## src/rtl/inport_credit_return_unit_if.sv

```systemverilog
// Input-port channel bundle: upstream flit push, link-controller pop and the
// status/credit signals the input buffer returns.
interface inport_credit_return_unit_if #(
    parameter int FLIT_WIDTH = 32
);
    logic [FLIT_WIDTH-1:0] flit_din;
    logic                  flit_valid_din;
    logic                  read_strobe_din;
    logic [FLIT_WIDTH-1:0] flit_dout;
    logic                  empty_dout;
    logic                  header_dout;
    logic                  packet_ready_dout;
    logic                  credit_out_dout;
    logic                  overflow_error_dout;

    modport master (
        output flit_din, flit_valid_din, read_strobe_din,
        input  flit_dout, empty_dout, header_dout, packet_ready_dout,
               credit_out_dout, overflow_error_dout
    );

    modport slave (
        input  flit_din, flit_valid_din, read_strobe_din,
        output flit_dout, empty_dout, header_dout, packet_ready_dout,
               credit_out_dout, overflow_error_dout
    );
endinterface

```

## src/rtl/inport_credit_return_unit.sv

```systemverilog
// Input-port flit buffer: first-word-fall-through circular FIFO that tracks packet
// boundaries and returns one registered credit pulse upstream per drained packet.
module inport_credit_return_unit #(
    parameter int PORT_DIR     = 0,   // 0..3 = X_POS,X_NEG,Y_POS,Y_NEG; 4 = PE
    parameter int FLIT_WIDTH   = 32,
    parameter int PACKET_FLITS = 5,
    parameter int BUFFER_DEPTH = 20
) (
    input logic                       clk,
    input logic                       rst_n,
    inport_credit_return_unit_if.slave port_if
);
    localparam int DIR_PE = 4;
    localparam int DEPTH  = (PORT_DIR == DIR_PE) ? PACKET_FLITS : BUFFER_DEPTH;
    localparam int PKTS   = DEPTH / PACKET_FLITS;
    localparam int PTR_W  = (DEPTH > 1) ? $clog2(DEPTH) : 1;
    localparam int OCC_W  = $clog2(DEPTH) + 1;
    localparam int FC_W   = (PACKET_FLITS > 1) ? $clog2(PACKET_FLITS) : 1;
    localparam int PC_W   = $clog2(PKTS + 1);

    logic [FLIT_WIDTH-1:0] mem [DEPTH];

    logic [PTR_W-1:0] wr_ptr_q, wr_ptr_d;
    logic [PTR_W-1:0] rd_ptr_q, rd_ptr_d;
    logic [OCC_W-1:0] occ_q, occ_d;
    logic [FC_W-1:0]  wr_cnt_q, wr_cnt_d;
    logic [FC_W-1:0]  rd_cnt_q, rd_cnt_d;
    logic [PC_W-1:0]  pkt_cnt_q, pkt_cnt_d;
    logic             credit_q, credit_d;
    logic             ovf_q, ovf_d;

    logic full, empty, wr_en, pop_en, wr_done, rd_done;

    always_comb begin
        full    = (occ_q == OCC_W'(DEPTH));
        empty   = (occ_q == '0);
        pop_en  = port_if.read_strobe_din & ~empty;
        // A pop in the same cycle frees the slot, so a write at full is still legal.
        wr_en   = port_if.flit_valid_din & (~full | port_if.read_strobe_din);
        wr_done = wr_en  & (wr_cnt_q == FC_W'(PACKET_FLITS - 1));
        rd_done = pop_en & (rd_cnt_q == FC_W'(PACKET_FLITS - 1));

        wr_ptr_d = wr_ptr_q;
        rd_ptr_d = rd_ptr_q;
        wr_cnt_d = wr_cnt_q;
        rd_cnt_d = rd_cnt_q;
        if (wr_en) begin
            wr_ptr_d = (wr_ptr_q == PTR_W'(DEPTH - 1)) ? '0 : wr_ptr_q + 1'b1;
            wr_cnt_d = wr_done ? '0 : wr_cnt_q + 1'b1;
        end
        if (pop_en) begin
            rd_ptr_d = (rd_ptr_q == PTR_W'(DEPTH - 1)) ? '0 : rd_ptr_q + 1'b1;
            rd_cnt_d = rd_done ? '0 : rd_cnt_q + 1'b1;
        end

        occ_d = occ_q;
        case ({wr_en, pop_en})
            2'b10:   occ_d = occ_q + 1'b1;
            2'b01:   occ_d = occ_q - 1'b1;
            default: occ_d = occ_q;
        endcase

        pkt_cnt_d = pkt_cnt_q;
        case ({wr_done, rd_done})
            2'b10:   pkt_cnt_d = pkt_cnt_q + 1'b1;
            2'b01:   pkt_cnt_d = pkt_cnt_q - 1'b1;
            default: pkt_cnt_d = pkt_cnt_q;
        endcase

        credit_d = rd_done;
        ovf_d    = ovf_q | (port_if.flit_valid_din & full & ~port_if.read_strobe_din);
    end

    always_ff @(posedge clk or negedge rst_n) begin
        if (!rst_n) begin
            wr_ptr_q  <= '0;
            rd_ptr_q  <= '0;
            occ_q     <= '0;
            wr_cnt_q  <= '0;
            rd_cnt_q  <= '0;
            pkt_cnt_q <= '0;
            credit_q  <= 1'b0;
            ovf_q     <= 1'b0;
        end else begin
            wr_ptr_q  <= wr_ptr_d;
            rd_ptr_q  <= rd_ptr_d;
            occ_q     <= occ_d;
            wr_cnt_q  <= wr_cnt_d;
            rd_cnt_q  <= rd_cnt_d;
            pkt_cnt_q <= pkt_cnt_d;
            credit_q  <= credit_d;
            ovf_q     <= ovf_d;
        end
    end

    // Storage carries no reset; stale contents are masked by the empty flag.
    always_ff @(posedge clk) begin
        if (wr_en) begin
            mem[wr_ptr_q] <= port_if.flit_din;
        end
    end

    // Head flit falls through; forced to zero while empty so reset shows 0 at once.
    assign port_if.flit_dout           = empty ? '0 : mem[rd_ptr_q];
    assign port_if.empty_dout          = empty;
    assign port_if.header_dout         = ~empty & (rd_cnt_q == '0);
    assign port_if.packet_ready_dout   = (pkt_cnt_q != '0);
    assign port_if.credit_out_dout     = credit_q;
    assign port_if.overflow_error_dout = ovf_q;
endmodule
```

## src/flat_wrapper.sv

```systemverilog
// flat-port wrapper written by rule: the top's interface ports become plain ports
module inport_credit_return_unit_flat 
#(
    parameter int PORT_DIR     = 0,                                            
    parameter int FLIT_WIDTH   = 32,
    parameter int PACKET_FLITS = 5,
    parameter int BUFFER_DEPTH = 20
)
  (clk, rst_n, port_if_flit_din, port_if_flit_valid_din, port_if_read_strobe_din, port_if_flit_dout, port_if_empty_dout, port_if_header_dout, port_if_packet_ready_dout, port_if_credit_out_dout, port_if_overflow_error_dout);
  inport_credit_return_unit_if #(.FLIT_WIDTH(FLIT_WIDTH)) port_if_i ();
  input logic clk;
  input logic rst_n;
  input wire logic [$bits(port_if_i.flit_din)-1:0] port_if_flit_din;
  input wire logic [$bits(port_if_i.flit_valid_din)-1:0] port_if_flit_valid_din;
  input wire logic [$bits(port_if_i.read_strobe_din)-1:0] port_if_read_strobe_din;
  output wire logic [$bits(port_if_i.flit_dout)-1:0] port_if_flit_dout;
  output wire logic [$bits(port_if_i.empty_dout)-1:0] port_if_empty_dout;
  output wire logic [$bits(port_if_i.header_dout)-1:0] port_if_header_dout;
  output wire logic [$bits(port_if_i.packet_ready_dout)-1:0] port_if_packet_ready_dout;
  output wire logic [$bits(port_if_i.credit_out_dout)-1:0] port_if_credit_out_dout;
  output wire logic [$bits(port_if_i.overflow_error_dout)-1:0] port_if_overflow_error_dout;
  assign port_if_i.flit_din = port_if_flit_din;
  assign port_if_i.flit_valid_din = port_if_flit_valid_din;
  assign port_if_i.read_strobe_din = port_if_read_strobe_din;
  assign port_if_flit_dout = port_if_i.flit_dout;
  assign port_if_empty_dout = port_if_i.empty_dout;
  assign port_if_header_dout = port_if_i.header_dout;
  assign port_if_packet_ready_dout = port_if_i.packet_ready_dout;
  assign port_if_credit_out_dout = port_if_i.credit_out_dout;
  assign port_if_overflow_error_dout = port_if_i.overflow_error_dout;
  inport_credit_return_unit #(.PORT_DIR(PORT_DIR), .FLIT_WIDTH(FLIT_WIDTH), .PACKET_FLITS(PACKET_FLITS), .BUFFER_DEPTH(BUFFER_DEPTH)) u_core (.clk(clk), .rst_n(rst_n), .port_if(port_if_i));
endmodule
```

## config.mk

```make
export PLATFORM = sky130hd
export DESIGN_NAME = inport_credit_return_unit_flat
export DESIGN_NICKNAME = d
export VERILOG_FILES = /design/src/rtl/inport_credit_return_unit_if.sv /design/src/rtl/inport_credit_return_unit.sv /design/src/flat_wrapper.sv
export SDC_FILE = /design/constraint.sdc
export NUM_CORES = 1
export LEC_CHECK = 0
export BUFFER_PORTS_ARGS = -buffer_cell sky130_fd_sc_hd__buf_2
export CAP_MARGIN = 20
export CORE_MARGIN = 4
export CORE_UTILIZATION = 25
export DETAILED_ROUTE_END_ITERATION = 10
export MAX_ROUTING_LAYER = met4
export PLACE_DENSITY = 0.38
export RECOVER_POWER = 50
export SLEW_MARGIN = 20
export SYNTH_ARGS = -nofsm -noshare
export SYNTH_HDL_FRONTEND = slang
export SYNTH_SLANG_ARGS = --single-unit
```

## constraint.sdc

```tcl
create_clock -name clk -period 7.7 [get_ports clk]
set_input_delay 1.54 -clock clk [delete_from_list [all_inputs] [get_ports clk]]
set_output_delay 1.54 -clock clk [all_outputs]
set_load 0.05 [all_outputs]
```

Word level (Yosys, flattened, before mapping)
Memories as Yosys holds them, arrays and structs flattened.
Cells that the tools add are included.
Cells by class
  order comparisons: 0
  multiply operators: 0
  equality and inequality tests: 9
  add/subtract/negate cells: 8
  multiplexer cells: 9
  shift operators: 0
  reductions and logical operators: 5
  div/mod/pow operators: 0
  bitwise logic cells: 12
Operators by type and width (count)
  32-bit two-way mux: 1
  6-bit one-hot mux with 2 select lines: 1
  5-bit by 1-bit adder with 5-bit output, second input constant: 2
  5-bit equality test, second input constant: 2
  5-bit two-way mux: 2
  3-bit by 1-bit adder with 3-bit output, second input constant: 3
  1-bit bitwise AND: 7
  6-bit by 1-bit adder with 6-bit output, second input constant: 1
  3-bit equality test, second input constant: 2
  6-bit by 5-bit equality test with 1-bit output, second input constant: 1
  6-bit zero test: 1
  3-bit two-way mux: 2
  3-bit one-hot mux with 2 select lines: 1
  6-bit by 1-bit subtractor with 6-bit output, second input constant: 1
  2-bit by 1-bit equality test with 1-bit output, second input constant: 2
  2-bit equality test, second input constant: 2
  2-bit nonzero test: 2
  3-bit zero test: 1
  1-bit inverter: 3
  3-bit nonzero test: 1
  3-bit by 1-bit subtractor with 3-bit output, second input constant: 1
  1-bit two-way mux: 2
  1-bit OR: 2
Word-level totals
  word-level logic and storage cells: 52
  input port bits: 36
  ROM bits: 0
  memories: 1
  bits in latches: 0
  RAM bits: 640
  register bits after elaboration: 27
  output and inout bits: 37
Memories
  u_core.mem: depth 20, bits a word 32, read ports 1, clocked after Yosys merged registers in 0, write ports 1, RTL line inport_credit_return_unit.sv:21  | logic [FLIT_WIDTH-1:0] mem [DEPTH];

Logic depth before layout (Yosys ltp)
  depth after elaboration: 7
  depth in mapped cells: 14
  gate-level depth less buffers: 12

Worst setup path before layout
OpenSTA, ideal clock, no wires.
  path type: reg2out
  start point: register u_core.rd_ptr_q[0]
  end point: output port port_if_flit_dout[14]
  arrival time: 3701 ps
  setup slack: 2459 ps
  required time: 6160 ps
  stages on the path, launching flop included: 7
  path buffers: 4
  cell sequence: dfrtp_1 -> buf_4 -> buf_4 -> buf_4 -> buf_4 -> mux2i_1 -> a2111oi_0
On the way
  cells in the longest elaborated chain, start to end: 2
Ends and longest elaborated chain
  start, declared: RTL line inport_credit_return_unit.sv:24  | logic [PTR_W-1:0] rd_ptr_q, rd_ptr_d;
  start signal, assigned: RTL line inport_credit_return_unit.sv:86  | rd_ptr_q <= rd_ptr_d;
  memory read 20 x 32 bit
  32-bit two-way mux: RTL line inport_credit_return_unit.sv:104  | assign port_if.flit_dout = empty ? '0 : mem[rd_ptr_q];
  end, declared: RTL line flat_wrapper.sv:16  | output wire logic [$bits(port_if_i.flit_dout)-1:0] port_if_flit_dout;
Every way passes these cells.

Worst setup path in the final report
  start point: register u_core.occ_q[1]
  end point: output port port_if_header_dout
On the way
  cells in the longest elaborated chain, start to end: 3
Ends and longest elaborated chain
  start, declared: RTL line inport_credit_return_unit.sv:25  | logic [OCC_W-1:0] occ_q, occ_d;
  start signal, assigned: RTL line inport_credit_return_unit.sv:78  | occ_q <= '0;
  start signal, assigned: RTL line inport_credit_return_unit.sv:87  | occ_q <= occ_d;
  6-bit zero test: RTL line inport_credit_return_unit.sv:36  | empty = (occ_q == '0);
  1-bit inverter: RTL line inport_credit_return_unit.sv:106  | assign port_if.header_dout = ~empty & (rd_cnt_q == '0);
  1-bit bitwise AND: RTL line inport_credit_return_unit.sv:106
  end, declared: RTL line flat_wrapper.sv:18  | output wire logic [$bits(port_if_i.header_dout)-1:0] port_if_header_dout;
Every way passes these cells.

==> reports/metrics.yaml <==
run_status:
  status: "finished, violations left"
  violations: "max-capacitance violations, max-slew violations"
clocking:
  cts_buffers: 78
  postCtsSetupRepairBufs: 0
  insertion_delay_ns: 0.62
  clock_sinks: 667
  cts_tree: "yes"
  root_buffer: "clkbuf_16"
  clockBufferDepth: 3
  cts_hold_buf: 0
  path_clk_slew_ns: 0.06
  htree_levels: 3
  ctsResizeCount: 0
grt:
  antenna_found_initial: 4
  grt_max_degree: 120
  grt_pass1_vias: 13603
  track_usage: 0.1368
  grt_pass1_wl_microns: 102600
  grt_overflow: 0
logic_synthesis:
  synth_seq_cells: 667
  synth-edff-count: 640
  synthAdderAreaFrac: 0.006535
  synthXorXnorAreaFrac: 0.004709
  yosys-top-cells-area: "edfxtp_1 (74%), mux4_2 (9.5%), mux2i_1 (3.3%)"
  yosysMostFrequentCell: "edfxtp_1"
  synth-compound-area-share: 0.03762
  synth-async-reset-ratio: 0.04048
  synthTopCellsByCount: "edfxtp_1 (640), mux4_2 (110), mux2i_1 (87)"
  syn_avg_cell_area_sq_um: 19.77
  ys_types: 53
  synth_mux_area_frac: 0.1424
  synth_top_family_by_area: "multiplexers"
  synthCells: 1317
  seq_area_frac_synth: 0.7640
  synth-main-ff-cell: "edfxtp_1"
  netlist_area_sq_mm: 0.02604
  synth_top_cell_by_area: "edfxtp_1"
  syn-num-nets: 1366
  yosys.area_share.simple: 0.02854
  synth_warnings: 0
  synth_top_area_frac: 0.7381
cells_and_area:
  layout-drive-gt1-share: 0.2252
  instances_no_fill: 2874
  area_growth_pct: 17.05
  nFillCells: 10171
  final_nets: 1479
  multi_input_area_sq_mm: 0.005863
  regArea_sq_mm: 0.01990
critical_path:
  reg2reg_depth: 12
  cp_slowest_cell: "or4_1"
  crit_start: "u_core.occ_q[1]"
  setup.worst_path.end_class: "primary output"
  worstReg2RegStart: "u_core.occ_q[1]"
  critical_path.n_buffers_inverters: 2
  path_cells: "or3_1 > or4_1 > clkinv_4 > nor3b_1 > buf_2"
  path_delay_family: "simple AND/OR/NAND/NOR gates"
  r2r_end: "u_core.occ_q[4]"
  critical_path_required_ns: 6.16
  worst-path-max-fanout: 22
  endpoint: "port_if_header_dout"
  slowest_delay_ns: 1.08
  start_kind: "register"
  path_depth: 5
  ff2ff_setup_slack_ns: 3.31
  arrival_ns: 4.13
  criticalPathCategory: "register to primary output"
drt:
  highest_layer: "met4"
  drt_pre_antenna_iters: 4
  avgRoutedWirePerCell_microns: 25.23
  routed_wl_microns: 72520
  drc: 0
  routed-wl-met3_microns: 2510
  viasPerCell: 4.452
  antenna_left: 0
  met2_length_microns: 36730
  initialDrtViolationCount: 783
  num_vias: 12794
  drt-met1-wl_microns: 31850
timing:
  slew_viol_final: 28
  rsz0062_at_grt: "no"
  fin_skew_ns: 0.02447
  tns_ns: 0
  max_slew_margin: -0.1399
  setup_viol: 0
  timing.final.crit_share: 0.7360
  fmax_mhz: 176.4
  finalHoldViolCount: 0
  tightest_slew_ns: 1.710
  post-route-min-period_ns: 5.667
place:
  numPlacedInstances: 2730
  port_buffers: 72
  dpl.hpwl_microns: 36870
  gp_congestion: 0.7090
die:
  die-area_sq_mm: 0.1094
  die-height_microns: 330.7
  initial_core_util: 0.2516
  ios: 73
  core_area_sq_mm: 0.1035
  rows: 118
  dieWidth_microns: 330.7
pwr:
  p_per_area_mw_per_mm2: 380.2
  ir_drop_v: 0.0002920
  p_leak_nw: 9.564
flow_run:
  maxCapViolCount: 1
hold_path:
  hold_path_class: "register to register"
==> sequential cells by signal (all words and copies together), names as in the netlist <==
| name | flops |
|---|---|
| u_core.rd_cnt_q | 3 |
| u_core.mem | 640 |
| u_core.pkt_cnt_q | 3 |
| u_core.rd_ptr_q | 5 |
| u_core.wr_cnt_q | 3 |
| u_core.occ_q | 6 |
| u_core.port_if.credit_out_dout | 1 |
| u_core.wr_ptr_q | 5 |
| u_core.port_if.overflow_error_dout | 1 |
==> routing by layer <==
layer	GRT usage	up-vias
li1	-	5636
met3	0.02448	93
met4	0.03204	0
met2	0.2291	216
met5	-	-
met1	0.1734	6849
==> where the power goes <==
part / leakage, nW / internal (W) / switching, W
sequential: 6.10 / 0.00428 / 0.000199
clock: 1.15 / 0.00199 / 0.00145
combinational: 2.32 / 0.00124 / 0.00243
total: 9.56 / 0.00751 / 0.00407
==> cell type report <==
type / instances / area share
repair buffers: 102 / 0.01823
well taps: 1380 / 0.05665
inverters: 15 / 0.002011
clock buffers: 102 / 0.06909
multi-input cells: 566 / 0.1924
clock inverters: 40 / 0.008456
diodes: 2 / 0.0001642
flip-flops and latches: 667 / 0.6530
==> stage by stage <==
stage	setup slack [ns]	util	instance area (sq um)	power [W]	hold WS, ns
floorplan	2.459	-	26040	0.007121	0.4357
global route	1.775	0.2945	30480	0.01217	0.4761
detailed placement	2.724	0.2721	28160	0.008368	0.4476
finish	2.033	0.2945	30480	0.01159	0.4570
CTS	2.020	0.2950	30530	0.01186	0.4638
global placement	2.668	0.2721	28160	0.008346	0.4437
==> how the worst min path moves through the flow <==
stage / from / endpoint / slack [ns] / cells after the start
4_1_cts: u_core.port_if.overflow_error_dout / u_core.port_if.overflow_error_dout / 0.46 / 1
2_1_floorplan: u_core.pkt_cnt_q[2] / u_core.pkt_cnt_q[2] / 0.44 / 1
5_1_grt: u_core.port_if.overflow_error_dout / u_core.port_if.overflow_error_dout / 0.48 / 1
3_3_place_gp: u_core.port_if.overflow_error_dout / u_core.port_if.overflow_error_dout / 0.44 / 1
3_5_place_dp: u_core.port_if.overflow_error_dout / u_core.port_if.overflow_error_dout / 0.45 / 1
6_report: u_core.port_if.overflow_error_dout / u_core.port_if.overflow_error_dout / 0.46 / 1
==> cell families (layout without fill, tap and decap cells) <==
family,Yosys count,count (layout)
adders and majority gates,13,13
muxes,229,229
DFF,667,667
and+or+nand+nor,156,156
buffers and inverters,84,259
xor gates and xnor gates,14,14
AOI/OAI and AO/OA,154,154
other,0,2
==> placed cells by master, fill, tap and decap left out, types with 28 or more instances in the layout <==
cell,synthesis,routed
edfxtp_1,640,640
mux4_2,110,110
mux2i_1,87,87
clkbuf_16,0,81
nand2_1,55,56
clkbuf_1,29,55
o22ai_1,41,41
o21ai_0,40,40
buf_2,16,38
mux2_2,32,32
buf_4,17,29
nor3_1,28,28
(Power assumes the default switching activity.)
